## config.mk

```make
export PLATFORM = sky130hd
export DESIGN_NAME = seq_fill_engine
export DESIGN_NICKNAME = d
export VERILOG_FILES = /design/src/rtl/seq_fill_engine.sv
export SDC_FILE = /design/constraint.sdc
export NUM_CORES = 2
export LEC_CHECK = 0
export ABC_CLOCK_PERIOD_IN_PS = 5910
export BUFFER_PORTS_ARGS = -buffer_cell sky130_fd_sc_hd__buf_2
export CORE_UTILIZATION = 53
export CTS_CLUSTER_DIAMETER = 60
export CTS_CLUSTER_SIZE = 12
export DETAILED_ROUTE_END_ITERATION = 10
export GPL_TIMING_DRIVEN = 0
export PLACE_DENSITY = 0.74
export SETUP_SLACK_MARGIN = 0.02
export SLEW_MARGIN = 20
export SYNTH_ARGS = -nofsm -noshare
export SYNTH_HDL_FRONTEND = slang
export SYNTH_SLANG_ARGS = --single-unit
```

## constraint.sdc

```tcl
create_clock -name clk -period 5.91 [get_ports clk]
set_clock_uncertainty 0.1 [all_clocks]
set_input_delay 0.8865 -clock clk [delete_from_list [all_inputs] [get_ports clk]]
set_output_delay 0.8865 -clock clk [all_outputs]
set_load 0.02 [all_outputs]
```

## src/rtl/seq_fill_engine.sv

```systemverilog
// seq_fill_engine
// Fills an internal DEPTH-entry memory with a two-term recurrence sequence.
// Term 0 and term 1 are the seeds; every later term is f(term k-2, term k-1)
// with f selected by mode (add, subtract, xor, add-double). A run is launched
// by start in IDLE and reports busy for its whole length, a one-cycle done
// pulse on the final write, and a sticky overflow/borrow flag.
//
// Ports:
//   clk      sole clock, all state updates on posedge
//   rst_n    synchronous active-low reset (memory contents are kept)
//   start    run request, only honoured in IDLE
//   mode     recurrence op: 00 a+b, 01 a-b, 10 a^b, 11 a+(b<<1)
//   seed0    term 0
//   seed1    term 1
//   len      number of terms, clamped to [2, DEPTH]
//   busy     run in progress
//   done     one-cycle pulse with the last write
//   ovf      sticky carry/borrow of the current or last run
//   rd_addr  read address
//   rd_data  registered read data, one cycle latency, read-before-write
module seq_fill_engine #(
  parameter int WIDTH  = 32,
  parameter int ADDR_W = 6
) (
  input  logic              clk,
  input  logic              rst_n,
  input  logic              start,
  input  logic [1:0]        mode,
  input  logic [WIDTH-1:0]  seed0,
  input  logic [WIDTH-1:0]  seed1,
  input  logic [ADDR_W:0]   len,
  output logic              busy,
  output logic              done,
  output logic              ovf,
  input  logic [ADDR_W-1:0] rd_addr,
  output logic [WIDTH-1:0]  rd_data
);

  localparam int DEPTH = 2 ** ADDR_W;
  localparam logic [ADDR_W:0] DEPTH_L = {1'b1, {ADDR_W{1'b0}}};
  localparam logic [ADDR_W:0] ONE     = {{ADDR_W{1'b0}}, 1'b1};
  localparam logic [ADDR_W:0] TWO     = {{(ADDR_W-1){1'b0}}, 2'b10};

  typedef enum logic [1:0] {
    IDLE = 2'd0,
    W0   = 2'd1,
    W1   = 2'd2,
    RUN  = 2'd3
  } state_e;

  state_e             state_q, state_d;
  logic [1:0]         mode_q, mode_d;
  logic [WIDTH-1:0]   a_q, a_d;
  logic [WIDTH-1:0]   b_q, b_d;
  logic [ADDR_W:0]    lenEff_q, lenEff_d;
  logic [ADDR_W:0]    k_q, k_d;
  logic               busy_q, busy_d;
  logic               done_q, done_d;
  logic               ovf_q, ovf_d;
  logic [WIDTH-1:0]   rdData_q;

  logic [WIDTH-1:0]   mem [DEPTH];

  logic [ADDR_W:0]    lenClamp;
  logic [WIDTH+1:0]   sumAdd;
  logic [WIDTH+1:0]   sumDbl;
  logic [WIDTH-1:0]   fRes;
  logic               fOvf;
  logic               memWe;
  logic [WIDTH-1:0]   memWdata;

  // Runs shorter than the two seeds or longer than the memory are clamped
  // so the write address never wraps.
  always_comb begin
    lenClamp = len;
    if (len < TWO) begin
      lenClamp = TWO;
    end else if (len > DEPTH_L) begin
      lenClamp = DEPTH_L;
    end
  end

  // Recurrence op. Sums are two bits wider so that both the carry of
  // a+b and anything pushed out by doubling b land in the top bits.
  always_comb begin
    sumAdd = {2'b00, a_q} + {2'b00, b_q};
    sumDbl = {2'b00, a_q} + {1'b0, b_q, 1'b0};
    fRes   = a_q ^ b_q;
    fOvf   = 1'b0;
    case (mode_q)
      2'b00: begin
        fRes = sumAdd[WIDTH-1:0];
        fOvf = sumAdd[WIDTH];
      end
      2'b01: begin
        fRes = a_q - b_q;
        fOvf = (a_q < b_q);
      end
      2'b10: begin
        fRes = a_q ^ b_q;
        fOvf = 1'b0;
      end
      default: begin
        fRes = sumDbl[WIDTH-1:0];
        fOvf = |sumDbl[WIDTH+1:WIDTH];
      end
    endcase
  end

  // Next-state logic. The seeds are captured straight into a/b on the
  // accepted start, so W0 and W1 only have to write them out. k doubles as
  // the write address in every writing state.
  always_comb begin
    state_d  = state_q;
    mode_d   = mode_q;
    a_d      = a_q;
    b_d      = b_q;
    lenEff_d = lenEff_q;
    k_d      = k_q;
    busy_d   = busy_q;
    done_d   = 1'b0;
    ovf_d    = ovf_q;
    memWe    = 1'b0;
    memWdata = a_q;
    case (state_q)
      IDLE: begin
        if (start) begin
          state_d  = W0;
          mode_d   = mode;
          a_d      = seed0;
          b_d      = seed1;
          lenEff_d = lenClamp;
          k_d      = '0;
          ovf_d    = 1'b0;
          busy_d   = 1'b1;
        end
      end
      W0: begin
        memWe    = 1'b1;
        memWdata = a_q;
        k_d      = k_q + ONE;
        state_d  = W1;
      end
      W1: begin
        memWe    = 1'b1;
        memWdata = b_q;
        k_d      = k_q + ONE;
        if (lenEff_q > TWO) begin
          state_d = RUN;
        end else begin
          state_d = IDLE;
          busy_d  = 1'b0;
          done_d  = 1'b1;
        end
      end
      RUN: begin
        memWe    = 1'b1;
        memWdata = fRes;
        a_d      = b_q;
        b_d      = fRes;
        k_d      = k_q + ONE;
        if (fOvf) begin
          ovf_d = 1'b1;
        end
        if (k_q == lenEff_q - ONE) begin
          state_d = IDLE;
          busy_d  = 1'b0;
          done_d  = 1'b1;
        end
      end
      default: begin
        state_d = IDLE;
      end
    endcase
  end

  // Control and datapath registers; a reset mid-run simply abandons it.
  always_ff @(posedge clk) begin
    if (!rst_n) begin
      state_q  <= IDLE;
      mode_q   <= '0;
      a_q      <= '0;
      b_q      <= '0;
      lenEff_q <= '0;
      k_q      <= '0;
      busy_q   <= 1'b0;
      done_q   <= 1'b0;
      ovf_q    <= 1'b0;
    end else begin
      state_q  <= state_d;
      mode_q   <= mode_d;
      a_q      <= a_d;
      b_q      <= b_d;
      lenEff_q <= lenEff_d;
      k_q      <= k_d;
      busy_q   <= busy_d;
      done_q   <= done_d;
      ovf_q    <= ovf_d;
    end
  end

  // Memory array has no reset so it maps onto distributed RAM; the write
  // is suppressed during reset so an aborted run writes nothing further.
  always_ff @(posedge clk) begin
    if (rst_n && memWe) begin
      mem[k_q[ADDR_W-1:0]] <= memWdata;
    end
  end

  // Registered read; a same-edge write to the same address returns the
  // previous contents.
  always_ff @(posedge clk) begin
    if (!rst_n) begin
      rdData_q <= '0;
    end else begin
      rdData_q <= mem[rd_addr];
    end
  end

  assign busy    = busy_q;
  assign done    = done_q;
  assign ovf     = ovf_q;
  assign rd_data = rdData_q;

endmodule

```

==> reports/metrics.csv <==
stage,metric,value,unit
finish,syn2layout_area_growth,14.5,%
finish,layout_commonest_cell,sky130_fd_sc_hd__edfxtp_1,
critical_path,timing.critical_path.required,6.29,ns
clock_tree,cts-buffers-inserted,204,
finish,post_route_cells_drive_above_1_share,26.2,%
critical_path,timing.critical_path.cells,"inv_1, ha_1, buf_1, nand3_1, nor2_1, o21ai_1, a211oi_1, o21ai_0, o41ai_1, nand2_1, a21oi_1, a2111oi_2, a221o_4, buf_16",
pwr,vdd_ir_drop_max,0.000259,V
synth,synth_xor_xnor_area_share,0.623,%
placement,io_buffers,109,
global_routing,grt.total_usage,32.6,%
synth,synth_top_family_by_area,multiplexers,
critical_path,critPathArrivalTime,6.02,ns
synth,synth-edff-count,2048,
sta,setup_viol,0,
outcome,status,"finished, final reports clean",
synth,ys.flop_type,sky130_fd_sc_hd__edfxtp_1,
synth,syn-instance-count,4480,
synth,syn_avg_cell_area,19.8,sq um
synth,post_synth_mux_area_share,17.2,%
routing,avgViaCountPerCell,6.98,
floorplan,die_y,411,microns
routing,wl,273000,microns
global_routing,wire_length_of_the_first_global_routing_pass,380000,microns
clock_tree,clockRootBuffer,sky130_fd_sc_hd__clkbuf_16,
pwr,power,32.4,mW
finish,nets,5106,
floorplan,floorplan.die.width,411,microns
clock_tree,path_clk_slew,0.07,ns
placement,gp_congestion,0.967,
sta,tightest_slew,1.23,ns
sta,report.final.slew_viol_count,0,
sta,post-route-period-util,95.4,%
synth,synth_seq_area_share,72.1,%
synth,ys_seq_elements,2165,
critical_path,ff2ff_path_depth,14,
synth,synth_fa_ha_area_share,1.47,%
floorplan,floorplan.rows,149,
synth,synth-compound-area-share,4.17,%
finish,register_area,63800,sq um
sta,timing.final.hold_violations,0,
critical_path,worstPathMaxFanout,64,
clock_tree,cts_max_level,4,
finish,finish.instance_area,101000,sq um
global_routing,pin_count_of_the_biggest_net_entering_global_routing,65,
routing,route.vias.total,50294,
clock_tree,cts_tree,done,
clock_tree,max-clock-path-buffers,3,
critical_path,path_buf_inv,3,
critical_path,critical_path.top_delay_family,compound AO/OA/AOI/OAI gates,
floorplan,placeableCoreArea,165000,sq um
synth,async_reset_ff_share,0,%
sta,min_period,5.64,ns
critical_path,critical_path_class,reg2reg,
global_routing,overflow,0,
finish,fillers,10983,
finish,most-common-layout-cells,"sky130_fd_sc_hd__edfxtp_1, sky130_fd_sc_hd__mux4_2, sky130_fd_sc_hd__clkbuf_1",
global_routing,antenna_found_initial,15,
sta,achievable-frequency,177,MHz
critical_path,critPathCaptureType,flip-flop,
hold_path,hold_path.class,in2reg,
sta,grt_setup_unrepaired,no,
synth,synth-warning-count,0,
placement,detailed_place.area,95700,sq um
critical_path,critical_path_cell_count,14,
critical_path,worst_setup_path_start_kind,flip-flop,
finish,multiInputGateArea,24200,sq um
routing,route.antenna.remaining_nets,0,
synth,synth.net_count,4664,
clock_tree,clock_sink_count,2165,
hold_path,hold_path_depth,3,
critical_path,cp_slowest_stage_delay,0.65,ns
synth,synth_simple_gate_area_share,3.02,%
floorplan,die_area,169000,sq um
routing,initialDrtViolationCount,7750,
global_routing,grt_pass1_vias,49788,
routing,remaining_drc_errors,0,
synth,yosysUniqueCellTypes,81,
floorplan,initial_utilization,53.6,%
clock_tree,clk-insertion-delay-late,0.88,ns
synth,synthesis.area,88600,sq um
pwr,total_power_density_per_cell_area,319,nW/um^2
routing,avg_wl_per_cell,37.8,microns
pwr,static-leakage-power,32.7,nW
floorplan,io-pin-count,117,
placement,dpl.hpwl,173000,microns
run,drv.max_cap_violation_count,0,
routing,firstDrtPassIters,6,
sta,slew_headroom,17.9,%
critical_path,worst_path_max_delay_cell,sky130_fd_sc_hd__o41ai_1,
==> power breakdown <==
group | leakage [nW] | switching, mW | total [mW] | internal (mW)
clock network | 2.77 | 5.58 | 12.0 | 6.42
logic | 10.2 | 2.10 | 3.20 | 1.10
registers | 19.8 | 0.0984 | 17.2 | 17.1
==> final timing paths <==
path,start,end,slack [ns]
min reg2reg,lenEff_q[6],lenEff_q[6],0.40
min,seed0[16],a_q[16],0.17
max,b_q[12],mem[0][25],0.27
max reg2reg,b_q[12],mem[0][25],0.27
==> logic make-up (layout without fill, tap and decap cells) <==
kind of cell	count (synthesis)	count (layout)
AO/OA/AOI/OAI	534	534
XOR/XNOR	63	63
adder cells (fa/ha/maj)	102	102
buffers and inverters	339	871
flip-flops	2165	2165
multiplexers	691	691
other	0	3
AND/OR/NAND/NOR	586	586
==> synth_stat cells (4+ instances only) <==
library cell                   n  area [sq um]
sky130_fd_sc_hd__nand3_1      29           145
sky130_fd_sc_hd__o22ai_1       6          37.5
sky130_fd_sc_hd__a31o_2        6          52.6
sky130_fd_sc_hd__o2111ai_1     4          35.0
sky130_fd_sc_hd__nand4_1      14          87.6
sky130_fd_sc_hd__xnor2_1      39           342
sky130_fd_sc_hd__or3_1        10          62.6
sky130_fd_sc_hd__a221o_1      14           140
sky130_fd_sc_hd__a221oi_1      8          70.1
sky130_fd_sc_hd__nand3b_1      7          52.6
sky130_fd_sc_hd__a211o_1       5          43.8
sky130_fd_sc_hd__o221ai_1      8          70.1
sky130_fd_sc_hd__a211oi_1     53           398
sky130_fd_sc_hd__nor2_1      208           781
sky130_fd_sc_hd__and2_1       24           150
sky130_fd_sc_hd__dfxtp_1     117          2340
sky130_fd_sc_hd__a311oi_1     32           280
sky130_fd_sc_hd__edfxtp_1   2048         61500
sky130_fd_sc_hd__o21bai_1     13          97.6
sky130_fd_sc_hd__o21ai_0      63           315
sky130_fd_sc_hd__xor2_1       24           210
sky130_fd_sc_hd__o211ai_1     22           165
sky130_fd_sc_hd__nand2_1     170           638
sky130_fd_sc_hd__a2111oi_0     4          35.0
sky130_fd_sc_hd__nor2b_1      29           181
sky130_fd_sc_hd__mux4_2      663         14900
sky130_fd_sc_hd__ha_1         99          1240
sky130_fd_sc_hd__a21o_1       33           248
sky130_fd_sc_hd__nand2b_1     15          93.8
sky130_fd_sc_hd__buf_2        24           120
sky130_fd_sc_hd__or2_2        12          75.1
sky130_fd_sc_hd__mux2i_1      26           260
sky130_fd_sc_hd__inv_1        79           297
sky130_fd_sc_hd__a21oi_1     137           686
sky130_fd_sc_hd__o21a_1       18           135
sky130_fd_sc_hd__and3_1       14          87.6
sky130_fd_sc_hd__nor3_1       32           160
sky130_fd_sc_hd__nor4_1        9          56.3
sky130_fd_sc_hd__a31oi_1      23           144
sky130_fd_sc_hd__clkbuf_1    181           679
sky130_fd_sc_hd__o31ai_1      18           135
sky130_fd_sc_hd__buf_1        52           195
sky130_fd_sc_hd__a22oi_1      25           188
==> metal layers <==
metal	up-vias	wire, microns	track usage, %
met2	3929	128000	50.9
met3	870	31500	7.07
met4	6	17400	17.6
met5	-	46	0
met1	26060	95700	43.1
li1	19429	-	-
==> stage by stage <==
step	TNS (ns)	hold WS, ns	cells	setup WS [ns]	utilization [%]
4_1_cts	0	0.119	7201	0.0684	61.3
6_report	0	0.174	7204	0.274	61.3
3_5_place_dp	0	0.387	6905	0.148	57.9
2_1_floorplan	0	0.357	4480	0.0869	-
5_1_grt	0	0.178	7201	0.196	61.3
3_3_place_gp	-2018.69	0.383	6778	-4.87	55.6
==> state kept, by name, summed over array words and instances (netlist names) <==
signal	count
mem	2048
a_q	32
b_q	32
rd_data	32
k_q	7
lenEff_q	7
mode_q	2
state_q	2
busy	1
done	1
ovf	1
==> tightest hold or removal path, delay by kind of cell <==
family                 cells  cell delay, ns
buffers and inverters      1            0.10
AO/OA/AOI/OAI              1            0.07
AND/OR/NAND/NOR            1            0.05
==> final cells by class <==
class	instances	share of cell area, %
plain buffers	258	1.02
flip-flops and latches	2165	62.9
diodes	3	0.00740
repair buffers	236	3.50
multi-input cells	1976	23.9
clock buffers	271	5.36
inverters	81	0.300
clock inverters	25	0.289
well taps	2189	2.70
==> timing repair <==
item | CTS | global route
endpoints found under the setup margin | 0 | 97
resized for setup | 0 | 3
endpoints found under the hold margin | 0 | 0
hold buffers | 0 | 0
setup buffers | 0 | 0
Power figures use the tool's default switching activity.
